[config.mk]
export PLATFORM = sky130hd
export DESIGN_NAME = umi_axi_bridge
export DESIGN_NICKNAME = d
export VERILOG_FILES = /design/src/rtl/umi_axi_bridge.sv
export SDC_FILE = /design/constraint.sdc
export NUM_CORES = 1
export LEC_CHECK = 0
export ABC_AREA = 1
export CAP_MARGIN = 20
export CORE_AREA = 2 2 467 469
export DETAILED_ROUTE_END_ITERATION = 6
export DIE_AREA = 0 0 469 471
export PLACE_DENSITY = 0.39
export SLEW_MARGIN = 20
export SYNTH_ARGS = -nofsm -noshare
export SYNTH_HDL_FRONTEND = slang
export SYNTH_SLANG_ARGS = --single-unit
[constraint.sdc]
create_clock -name clk -period 3.3 [get_ports clk]
set_input_delay 0.33 -clock clk [delete_from_list [all_inputs] [get_ports clk]]
set_output_delay 0.33 -clock clk [all_outputs]
set_load 0.03 [all_outputs]
[src/rtl/umi_axi_bridge.sv]
// umi_axi_bridge: UMI request port to AXI master bridge, one transaction in flight.
// Writes use AW/W/B. Reads use AR/R and return a UMI response packet.
// Packet layout (PW bits, LSB first):
//   [31:0]       cmd (opcode in [7:0])
//   [32+:AW]     dstaddr
//   [32+AW+:AW]  srcaddr
//   [PW-1:32+2AW] data
// Write data is zero-extended to DW. Read data is truncated to the data field width.
// Ports:
//   clk, rst (synchronous, active-high)
//   umi_in_*     request stream in (valid/ready)
//   umi_out_*    response stream out (valid/ready)
//   axi_aw*, axi_w*, axi_b*, axi_ar*, axi_r*   AXI master channels
//   err_count    saturating error counter
// Optional feature: define UMI_AXI_WRITE_ACK_EN to send a UMI write-ack packet
// (cmd CMD_WACK, data 0) for every completed write.
module umi_axi_bridge #(
    parameter int         PW        = 256,
    parameter int         AW        = 64,
    parameter int         DW        = 256,
    parameter logic [7:0] CMD_WRITE = 8'h02,
    parameter logic [7:0] CMD_READ  = 8'h08,
    parameter logic [7:0] CMD_RESP  = 8'h09,
    parameter logic [7:0] CMD_WACK  = 8'h03
) (
    input  logic            clk,
    input  logic            rst,
    input  logic [PW-1:0]   umi_in_packet,
    input  logic            umi_in_valid,
    output logic            umi_in_ready,
    output logic [PW-1:0]   umi_out_packet,
    output logic            umi_out_valid,
    input  logic            umi_out_ready,
    output logic            axi_awvalid,
    input  logic            axi_awready,
    output logic [AW-1:0]   axi_awaddr,
    output logic            axi_wvalid,
    input  logic            axi_wready,
    output logic [DW-1:0]   axi_wdata,
    output logic [DW/8-1:0] axi_wstrb,
    input  logic            axi_bvalid,
    output logic            axi_bready,
    input  logic [1:0]      axi_bresp,
    output logic            axi_arvalid,
    input  logic            axi_arready,
    output logic [AW-1:0]   axi_araddr,
    input  logic            axi_rvalid,
    output logic            axi_rready,
    input  logic [DW-1:0]   axi_rdata,
    input  logic [1:0]      axi_rresp,
    output logic [7:0]      err_count
);

    localparam int CW = 32;
    localparam int FW = PW - CW - 2 * AW;

    typedef enum logic [2:0] {
        IDLE,
        WR,
        WRESP,
        RD,
        RRESP,
        RESP
    } state_t;

    function automatic logic [PW-1:0] umi_pack(
        input logic [7:0]    cmd,
        input logic [AW-1:0] dst,
        input logic [AW-1:0] src,
        input logic [FW-1:0] data
    );
        return {data, src, dst, {(CW - 8){1'b0}}, cmd};
    endfunction

    // umi_unpack: field extraction from the incoming request
    logic [7:0]    in_cmd;
    logic [AW-1:0] in_dst;
    logic [AW-1:0] in_src;
    logic [FW-1:0] in_data;

    assign in_cmd  = umi_in_packet[7:0];
    assign in_dst  = umi_in_packet[CW +: AW];
    assign in_src  = umi_in_packet[CW + AW +: AW];
    assign in_data = umi_in_packet[PW-1 -: FW];

    logic unused_ok;
    assign unused_ok = ^{umi_in_packet[CW-1:8], axi_rdata[DW-1:FW], CMD_WACK};

    state_t        state_q, state_d;
    logic [AW-1:0] dst_q, dst_d;
    logic [AW-1:0] src_q, src_d;
    logic [FW-1:0] data_q, data_d;
    logic          awvalid_q, awvalid_d;
    logic          wvalid_q, wvalid_d;
    logic          arvalid_q, arvalid_d;
    logic [PW-1:0] out_packet_q, out_packet_d;
    logic [7:0]    err_q, err_d;
    logic          err_inc;

    assign umi_in_ready   = (state_q == IDLE) && !rst;
    assign umi_out_valid  = (state_q == RESP);
    assign umi_out_packet = out_packet_q;
    assign axi_bready     = (state_q == WRESP);
    assign axi_rready     = (state_q == RRESP);
    assign axi_awvalid    = awvalid_q;
    assign axi_wvalid     = wvalid_q;
    assign axi_arvalid    = arvalid_q;
    assign axi_awaddr     = dst_q;
    assign axi_araddr     = dst_q;
    assign axi_wdata      = {{(DW - FW){1'b0}}, data_q};
    assign axi_wstrb      = '1;
    assign err_count      = err_q;

    always_comb begin
        state_d      = state_q;
        dst_d        = dst_q;
        src_d        = src_q;
        data_d       = data_q;
        awvalid_d    = awvalid_q;
        wvalid_d     = wvalid_q;
        arvalid_d    = arvalid_q;
        out_packet_d = out_packet_q;
        err_inc      = 1'b0;

        unique case (state_q)
            IDLE: begin
                if (umi_in_valid) begin
                    dst_d  = in_dst;
                    src_d  = in_src;
                    data_d = in_data;
                    if (in_cmd == CMD_WRITE) begin
                        state_d   = WR;
                        awvalid_d = 1'b1;
                        wvalid_d  = 1'b1;
                    end else if (in_cmd == CMD_READ) begin
                        state_d   = RD;
                        arvalid_d = 1'b1;
                    end else begin
                        err_inc = 1'b1;
                    end
                end
            end
            WR: begin
                // AW and W complete independently, in any order
                if (awvalid_q && axi_awready) awvalid_d = 1'b0;
                if (wvalid_q && axi_wready) wvalid_d = 1'b0;
                if (!awvalid_d && !wvalid_d) state_d = WRESP;
            end
            WRESP: begin
                if (axi_bvalid) begin
                    err_inc = (axi_bresp != 2'b00);
`ifdef UMI_AXI_WRITE_ACK_EN
                    out_packet_d = umi_pack(CMD_WACK, src_q, dst_q, '0);
                    state_d      = RESP;
`else
                    state_d = IDLE;
`endif
                end
            end
            RD: begin
                if (axi_arready) begin
                    arvalid_d = 1'b0;
                    state_d   = RRESP;
                end
            end
            RRESP: begin
                if (axi_rvalid) begin
                    err_inc      = (axi_rresp != 2'b00);
                    out_packet_d = umi_pack(CMD_RESP, src_q, dst_q,
                                            axi_rdata[FW-1:0]);
                    state_d      = RESP;
                end
            end
            RESP: begin
                if (umi_out_ready) state_d = IDLE;
            end
            default: state_d = IDLE;
        endcase

        err_d = err_q;
        if (err_inc && (err_q != 8'hFF)) err_d = err_q + 8'd1;
    end

    always_ff @(posedge clk) begin
        if (rst) begin
            state_q      <= IDLE;
            dst_q        <= '0;
            src_q        <= '0;
            data_q       <= '0;
            awvalid_q    <= 1'b0;
            wvalid_q     <= 1'b0;
            arvalid_q    <= 1'b0;
            out_packet_q <= '0;
            err_q        <= '0;
        end else begin
            state_q      <= state_d;
            dst_q        <= dst_d;
            src_q        <= src_d;
            data_q       <= data_d;
            awvalid_q    <= awvalid_d;
            wvalid_q     <= wvalid_d;
            arvalid_q    <= arvalid_d;
            out_packet_q <= out_packet_d;
            err_q        <= err_d;
        end
    end

endmodule
# --- After elaboration in Yosys (flattened, before gate mapping) ---
# Cells that the tools add are included.
word_totals:
  out_inout_bits: 687
  regBits: 464
op_classes:
  muxes: 28
  n_reduce_logical: 18
  eq_ne: 18
  n_addsub: 1
op_table:
  columns: ["op", "n"]
  rows:
  - ["3-bit two-way mux", 8]
  - ["3-bit case mux with 6 select lines", 1]
  - ["1-bit two-way mux", 15]
  - ["2-bit != test (second input constant)", 6]
  - ["8-bit by 1-bit adder with 8-bit output (second input constant)", 1]
  - ["8-bit by 2-bit == test with 1-bit output (second input constant)", 1]
  - ["8-bit by 4-bit == test with 1-bit output (second input constant)", 1]
  - ["8-bit != test (second input constant)", 1]
  - ["2-bit nonzero test", 4]
  - ["7-bit AND reduction", 1]
  - ["3-bit by 2-bit == test with 1-bit output (second input constant)", 2]
  - ["3-bit == test (second input constant)", 2]
  - ["2-bit by 1-bit != test with 1-bit output (second input constant)", 3]
  - ["1-bit case mux with 2 select lines", 3]
  - ["1-bit logical AND", 5]
  - ["5-bit AND reduction", 1]
  - ["2-bit AND reduction", 2]
  - ["3-bit by 1-bit == test with 1-bit output (second input constant)", 1]
  - ["1-bit zero test", 3]
  - ["3-bit zero test", 1]
  - ["3-bit by 1-bit != test with 1-bit output (second input constant)", 1]
  - ["1-bit case mux with 3 select lines", 1]
  - ["3-bit AND reduction", 1]

# --- Logic depth before layout (Yosys ltp) ---
# Gate-level depths: netlist (run 1).
logic_depth:
  word_depth: 7
  ltp_mapped: 10
  mapped_depth_nobuf: 10

# --- Worst setup path before layout (run 1) ---
# No wires, ideal clock.
synth_path:
  kind: "flip-flop to flip-flop"
  startpoint: "register err_q[0], in the netlist err_count[0]"
  endpoint: "register err_q[3], in the netlist err_count[3]"
  setup_ns: 0.116
  setup_slack_ns: 1.624
  stages_incl_launch_ff: 9
  required_ns: 3.184
  arrival_ns: 1.560
  path_cell_list: "dfxtp_1 ha_1 nand2_1 inv_1 nand4_1 nand2_1 inv_1 a21oi_1 nor2_1"
synth_between:
  elab_chain_cells: 2
  word_cells_on_any_way: 3
  classes_between: "add/sub (1); eq/ne (1); reduce/logical (1)"
synth_rtl:
  columns: ["item", "line", "rtl"]
  rows:
  - ["start: declaration", "97", "logic [7:0] err_q, err_d;"]
  - ["start signal: assignment", "204", "err_q <= err_d;"]
  - ["branches (longest 2 deep; another with 8-bit by 1-bit adder with 8-bit output)", null, null]
# Several ways; the timed one is not identified.
# A chain may end at the register's enable or synchronous reset.

# --- Worst setup path in the final report (run 1) ---
layout_path:
  startpoint: "register state_q[1]"
  endpoint: "output axi_rready"
layout_between:
  elab_chain_cells: 1
layout_rtl:
  columns: ["item", "line", "rtl"]
  rows:
  - ["start: declaration", "89", "state_t state_q, state_d;"]
  - ["start signal: assignment", "196", "state_q <= state_d;"]
  - ["3-bit == test", "104", "assign axi_rready = (state_q == RRESP);"]
  - ["end: declaration", "48", "output logic axi_rready,"]
# No other way between the ends.

==> impl_metrics.tcl, run 1 <==
set metrics [dict create \
    status "finished clean" \
    synth_simple_gate_area_share_pct 21.72 \
    fin_util_pct 14.34 \
    tightest_slew_ns 0.8590 \
    globalRouteMet2Util_pct 15.33 \
    slew_viol_final 0 \
    ant_nets 0 \
    critPathKind "register to output port" \
    ys_ff_latch 463 \
    synth_fa_ha_area_share_pct 0.06660 \
    wl_per_cell_um 18.73 \
    setup_violations 0 \
    netlist_area_mm2 0.01879 \
    r2r_cells 7 \
    vias 18280 \
    crit_slowest_cell "clkdlybuf4s50_1" \
    leakage_nw 10.98 \
    post-dp-hpwl_mm 85.32 \
    synth_compound_gate_area_share_pct 12.32 \
    grt.busiest_layer "met2" \
    rsz0062_at_grt "no" \
    clk_latency_ns 0.67 \
    ys_seq_area_share_pct 49.33 \
    grt_max_degree 95 \
    finalCriticalPeriod_ns 2.919 \
    cts_hold_buf 1 \
    max_stage_delay_ns 0.75 \
    die_h_um 471 \
    dr.pass1.iters 5 \
    hold_viol_final 0 \
    clk_pin_slew_ns 0.06 \
    period_share_pct 88.46 \
    track_usage_pct 9.746 \
    whs_ns 0.1745 \
    synth-xor-area-share_pct 0.04662 \
    final.setup_skew_ns 0.02346 \
    slew_headroom_pct 42.56 \
    ios 1212 \
    met1_usage_pct 11.30 \
    layout_common_cells "clkdlybuf4s50_1 (803), nor2_1 (479), dfxtp_1 (463), nand2_1 (273), nand3_1 (238)" \
    synth_top_family_by_area "simple AND/OR/NAND/NOR gates" \
    core_area_mm2 0.2161 \
    critPathArrivalTime_ns 2.59 \
    cts_tree "built" \
    crit_chain "nor2_1 -> nand2_1 -> inv_8 -> clkdlybuf4s50_1" \
    critPathRequiredTime_ns 2.97 \
    min_from "axi_rvalid" \
    ys_types 23 \
    area_growth_pct 64.94 \
    final_common_cell "clkdlybuf4s50_1" \
    final_layout_size_suffix_gt1_share_pct 4.710 \
    synth_cells 2426 \
    synthMuxAreaShare_pct 0 \
    post-route-cell-area_mm2 0.03099 \
    crit_fanout 30 \
    cts_sinks 463 \
    end_kind "output port" \
    antenna_found_initial 51 \
    r2r_start "state_q[1]$_SDFFE_PP0P_" \
    grt-ovfl-total 0 \
    power_density_mw_per_mm2 752.4 \
    grt_pass1_wl_mm 148.6 \
    fin_tns_setup_ns 0 \
    ys.warnings.count 0 \
    post-cts-setup-buffers 0 \
    worst_hold_path.num_cells 3 \
    crit_start "state_q[1]$_SDFFE_PP0P_" \
    irDropWorstVdd_uv 356.0 \
    critPathLaunchType "register" \
    drt_iter0_drc 924 \
    cts_root_buffer "clkbuf_16" \
    vias_per_cell 3.044 \
    worstHoldPathType "input port to register" \
    start_util_pct 8.694 \
    grt_pass1_vias 17592 \
    die_area_mm2 0.2209 \
    io_buffers 805 \
    gp_congestion 0.7790 \
    use_met3_pct 4.739 \
    num_rows 171 \
    fillers 24662 \
    clock.fmax_ghz 0.3425 \
    routed_wirelength_mm 112.5 \
    cts_repair_resize_count 0 \
    die_w_um 469 \
    cts_made_buffers 66 \
    avgSynthCellArea_um2 7.744 \
    postPlaceCellArea_mm2 0.02883 \
    clk_path_buf_depth 3 \
    nets 3625 \
    drcViolationCount 0 \
    htree_num_levels 3 \
    maxCapViolations 0 \
]
==> worst paths after layout <==
kind                                                          to  slack [ns]
worst max-delay path                                  axi_rready        0.38
worst min-delay path            umi_out_packet[105]$_SDFFE_PP0P_        0.17
worst max register to register  umi_out_packet[168]$_SDFFE_PP0P_        1.07
worst min register to register  umi_out_packet[176]$_SDFFE_PP0P_        0.46
==> cell type report <==
type	instances	area (µm²)	share of cell area [%]
clock buffer	90	1863	6.012
tap	2854	3571	11.52
timing repair buffer	847	8586	27.71
multi-input combinational	1686	7263	23.44
sequential	463	9269	29.91
inverter	35	153.9	0.4966
clock inverter	21	261.5	0.8438
antenna	9	22.52	0.07267
==> cells by family after synthesis <==
family	after synthesis
XOR/XNOR	1
flip-flops	463
AND/OR/NAND/NOR	1000
adder cells (fa/ha/maj)	1
buffers and inverters	497
AO/OA/AOI/OAI	462
other	2
==> per-stage QoR <==
stage          std cells  power [mW]  setup slack [ns]
3_3_place_gp        5884       16.39            0.9312
2_1_floorplan       2646       12.49             1.624
6_report            6005       23.32            0.3807
3_5_place_dp        5884       16.37            0.9504
5_1_grt             5998       24.70            0.1516
4_1_cts             5996       24.00            0.2241
==> Yosys cell counts <==
library cell / number / area share (%)
nor2_2: 1 / 0.033
a21oi_1: 236 / 6.3
nand3_1: 239 / 6.4
nand4_1: 5 / 0.17
clkbuf_1: 91 / 1.8
o21ai_0: 195 / 5.2
buf_4: 299 / 12
nand2_2: 1 / 0.033
inv_2: 2 / 0.040
o21ai_1: 30 / 0.80
buf_2: 67 / 1.8
xnor2_1: 1 / 0.047
nand3b_1: 1 / 0.040
ha_1: 1 / 0.067
buf_1: 2 / 0.040
dfxtp_1: 463 / 49
nand2_1: 273 / 5.5
o211ai_1: 1 / 0.040
nor2_1: 479 / 9.6
inv_1: 33 / 0.66
buf_6: 3 / 0.18
nor2_4: 1 / 0.060
conb_1: 2 / 0.040
==> routing by layer <==
layer	wire [µm]	share of wire (%)
met1	46320	41
met2	49490	44
met3	12070	11
met5	155	0.14
met4	4438	3.9
==> state kept, by name, summed over array words and instances (netlist names) <==
signal	cells
axi_arvalid	1
axi_wvalid	1
src_q	64
axi_araddr	64
data_q	96
axi_awvalid	1
umi_out_packet	225
err_count	8
state_q	3
==> power by group <==
part,leakage (nW),switching (mW),internal [mW]
sequential,3.78,1.01,6.58
clock,1.04,3.00,4.27
combinational,6.16,5.61,2.85
==> critical path, delay by kind of cell, from the launching register on <==
kind	cells	cell delay, ns
DFF	1	0.35
buffers and inverters	2	1.07
and+or+nand+nor	2	0.49
Power figures use the tool's default switching activity.
==> run 2, diff against run 1 <==
- CAP_MARGIN: 20 -> default
==> results of run 2 <==
No change in the layout: final DEF, timing and power equal those of run 1.
==> run 3, diff against run 2 <==
- SKIP_CTS_REPAIR_TIMING: default -> 1
==> impl_metrics.tcl, run 3 (synthesized netlist as in run 1, its figures left out) <==
set metrics [dict create \
    status "finished clean" \
    grt_pass1_vias 17587 \
    io_buffers 805 \
    critPathLaunchType "register" \
    die_w_um 469 \
    critPathKind "register to output port" \
    critPathRequiredTime_ns 2.97 \
    vias 18277 \
    start_util_pct 8.694 \
    ios 1212 \
    grt-ovfl-total 0 \
    cts_sinks 463 \
    nets 3625 \
    clock.fmax_ghz 0.3426 \
    layout_common_cells "clkdlybuf4s50_1 (803), nor2_1 (479), dfxtp_1 (463), nand2_1 (273), nand3_1 (238)" \
    crit_fanout 30 \
    dr.pass1.iters 5 \
    clk_latency_ns 0.67 \
    gp_congestion 0.7790 \
    cts_tree "built" \
    vias_per_cell 3.044 \
    final_common_cell "clkdlybuf4s50_1" \
    whs_ns 0.1745 \
    htree_num_levels 3 \
    antenna_found_initial 51 \
    irDropWorstVdd_uv 356.0 \
    track_usage_pct 9.746 \
    largest_register_ffs 225 \
    final.setup_skew_ns 0.02346 \
    leakage_nw 10.98 \
    clk_pin_slew_ns 0.06 \
    cts_made_buffers 66 \
    drt_iter0_drc 911 \
    finalCriticalPeriod_ns 2.919 \
    num_rows 171 \
    cts_root_buffer "clkbuf_16" \
    maxCapViolations 0 \
    final_layout_size_suffix_gt1_share_pct 4.710 \
    worstHoldPathType "input port to register" \
    wl_per_cell_um 18.74 \
    slew_viol_final 0 \
    rsz0062_at_grt "no" \
    die_area_mm2 0.2209 \
    area_growth_pct 64.94 \
    power_mw 23.32 \
    grt_max_degree 95 \
    end_kind "output port" \
    critPathArrivalTime_ns 2.59 \
    core_area_mm2 0.2161 \
    clk_path_buf_depth 3 \
    die_h_um 471 \
    period_share_pct 88.46 \
    fin_util_pct 14.34 \
    grt_pass1_wl_mm 148.6 \
    hold_viol_final 0 \
    drcViolationCount 0 \
    post-dp-hpwl_mm 85.32 \
    slew_headroom_pct 42.55 \
    routed_wirelength_mm 112.5 \
    tightest_slew_ns 0.8591 \
    power_density_mw_per_mm2 752.4 \
    ant_nets 0 \
    fin_tns_setup_ns 0 \
    setup_violations 0 \
]
==> run 3: cell type report <==
class / count / area [µm²]
inverters: 35 / 153.9
multi-input cells: 1686 / 7263
clock inverters: 21 / 261.5
diodes: 9 / 22.52
clock buffers: 90 / 1863
flip-flops and latches: 463 / 9269
fillers: 24662 / 185100
well taps: 2854 / 3571
repair buffers: 847 / 8586
==> run 3: path summary, 6_finish.rpt <==
check	startpoint	end	slack, ns	cells after the start
setup reg to reg	state_q[1]$_SDFFE_PP0P_	umi_out_packet[168]$_SDFFE_PP0P_	1.02	7
hold reg to reg	umi_out_packet[223]$_SDFFE_PP0P_	umi_out_packet[223]$_SDFFE_PP0P_	0.46	2
hold / removal	axi_rvalid	umi_out_packet[105]$_SDFFE_PP0P_	0.17	3
setup / recovery	state_q[1]$_SDFFE_PP0P_	axi_rready	0.38	4
==> run 3: through the flow <==
step           worst slack, ns  cells  area [µm²]
5_1_grt                 0.1516   5998       30970
4_1_cts                 0.2241   5995       30960
3_3_place_gp            0.9312   5884       28830
6_report                0.3807   6005       30990
3_5_place_dp            0.9504   5884       28830
2_1_floorplan            1.624   2646       19610
==> run 3: report_power, final <==
group	internal (mW)	switching [mW]	leakage [nW]
clock	4.27	3.00	1.04
sequential	6.58	1.01	3.78
combinational	2.85	5.61	6.16
==> run 3: routing by layer <==
metal	up-vias	wire length, µm	GRT usage, %
li1	8740	-	-
met2	871	49510	15.33
met3	172	12300	4.739
met1	8468	46110	11.30
met5	-	155	0
met4	26	4438	3.736
==> run 3: worst max-delay path, stage by stage, from the launching register on <==
cell             delay, ns
dfxtp_1               0.35
nor2_1                0.27
nand2_1               0.22
inv_8                 0.32
clkdlybuf4s50_1       0.75
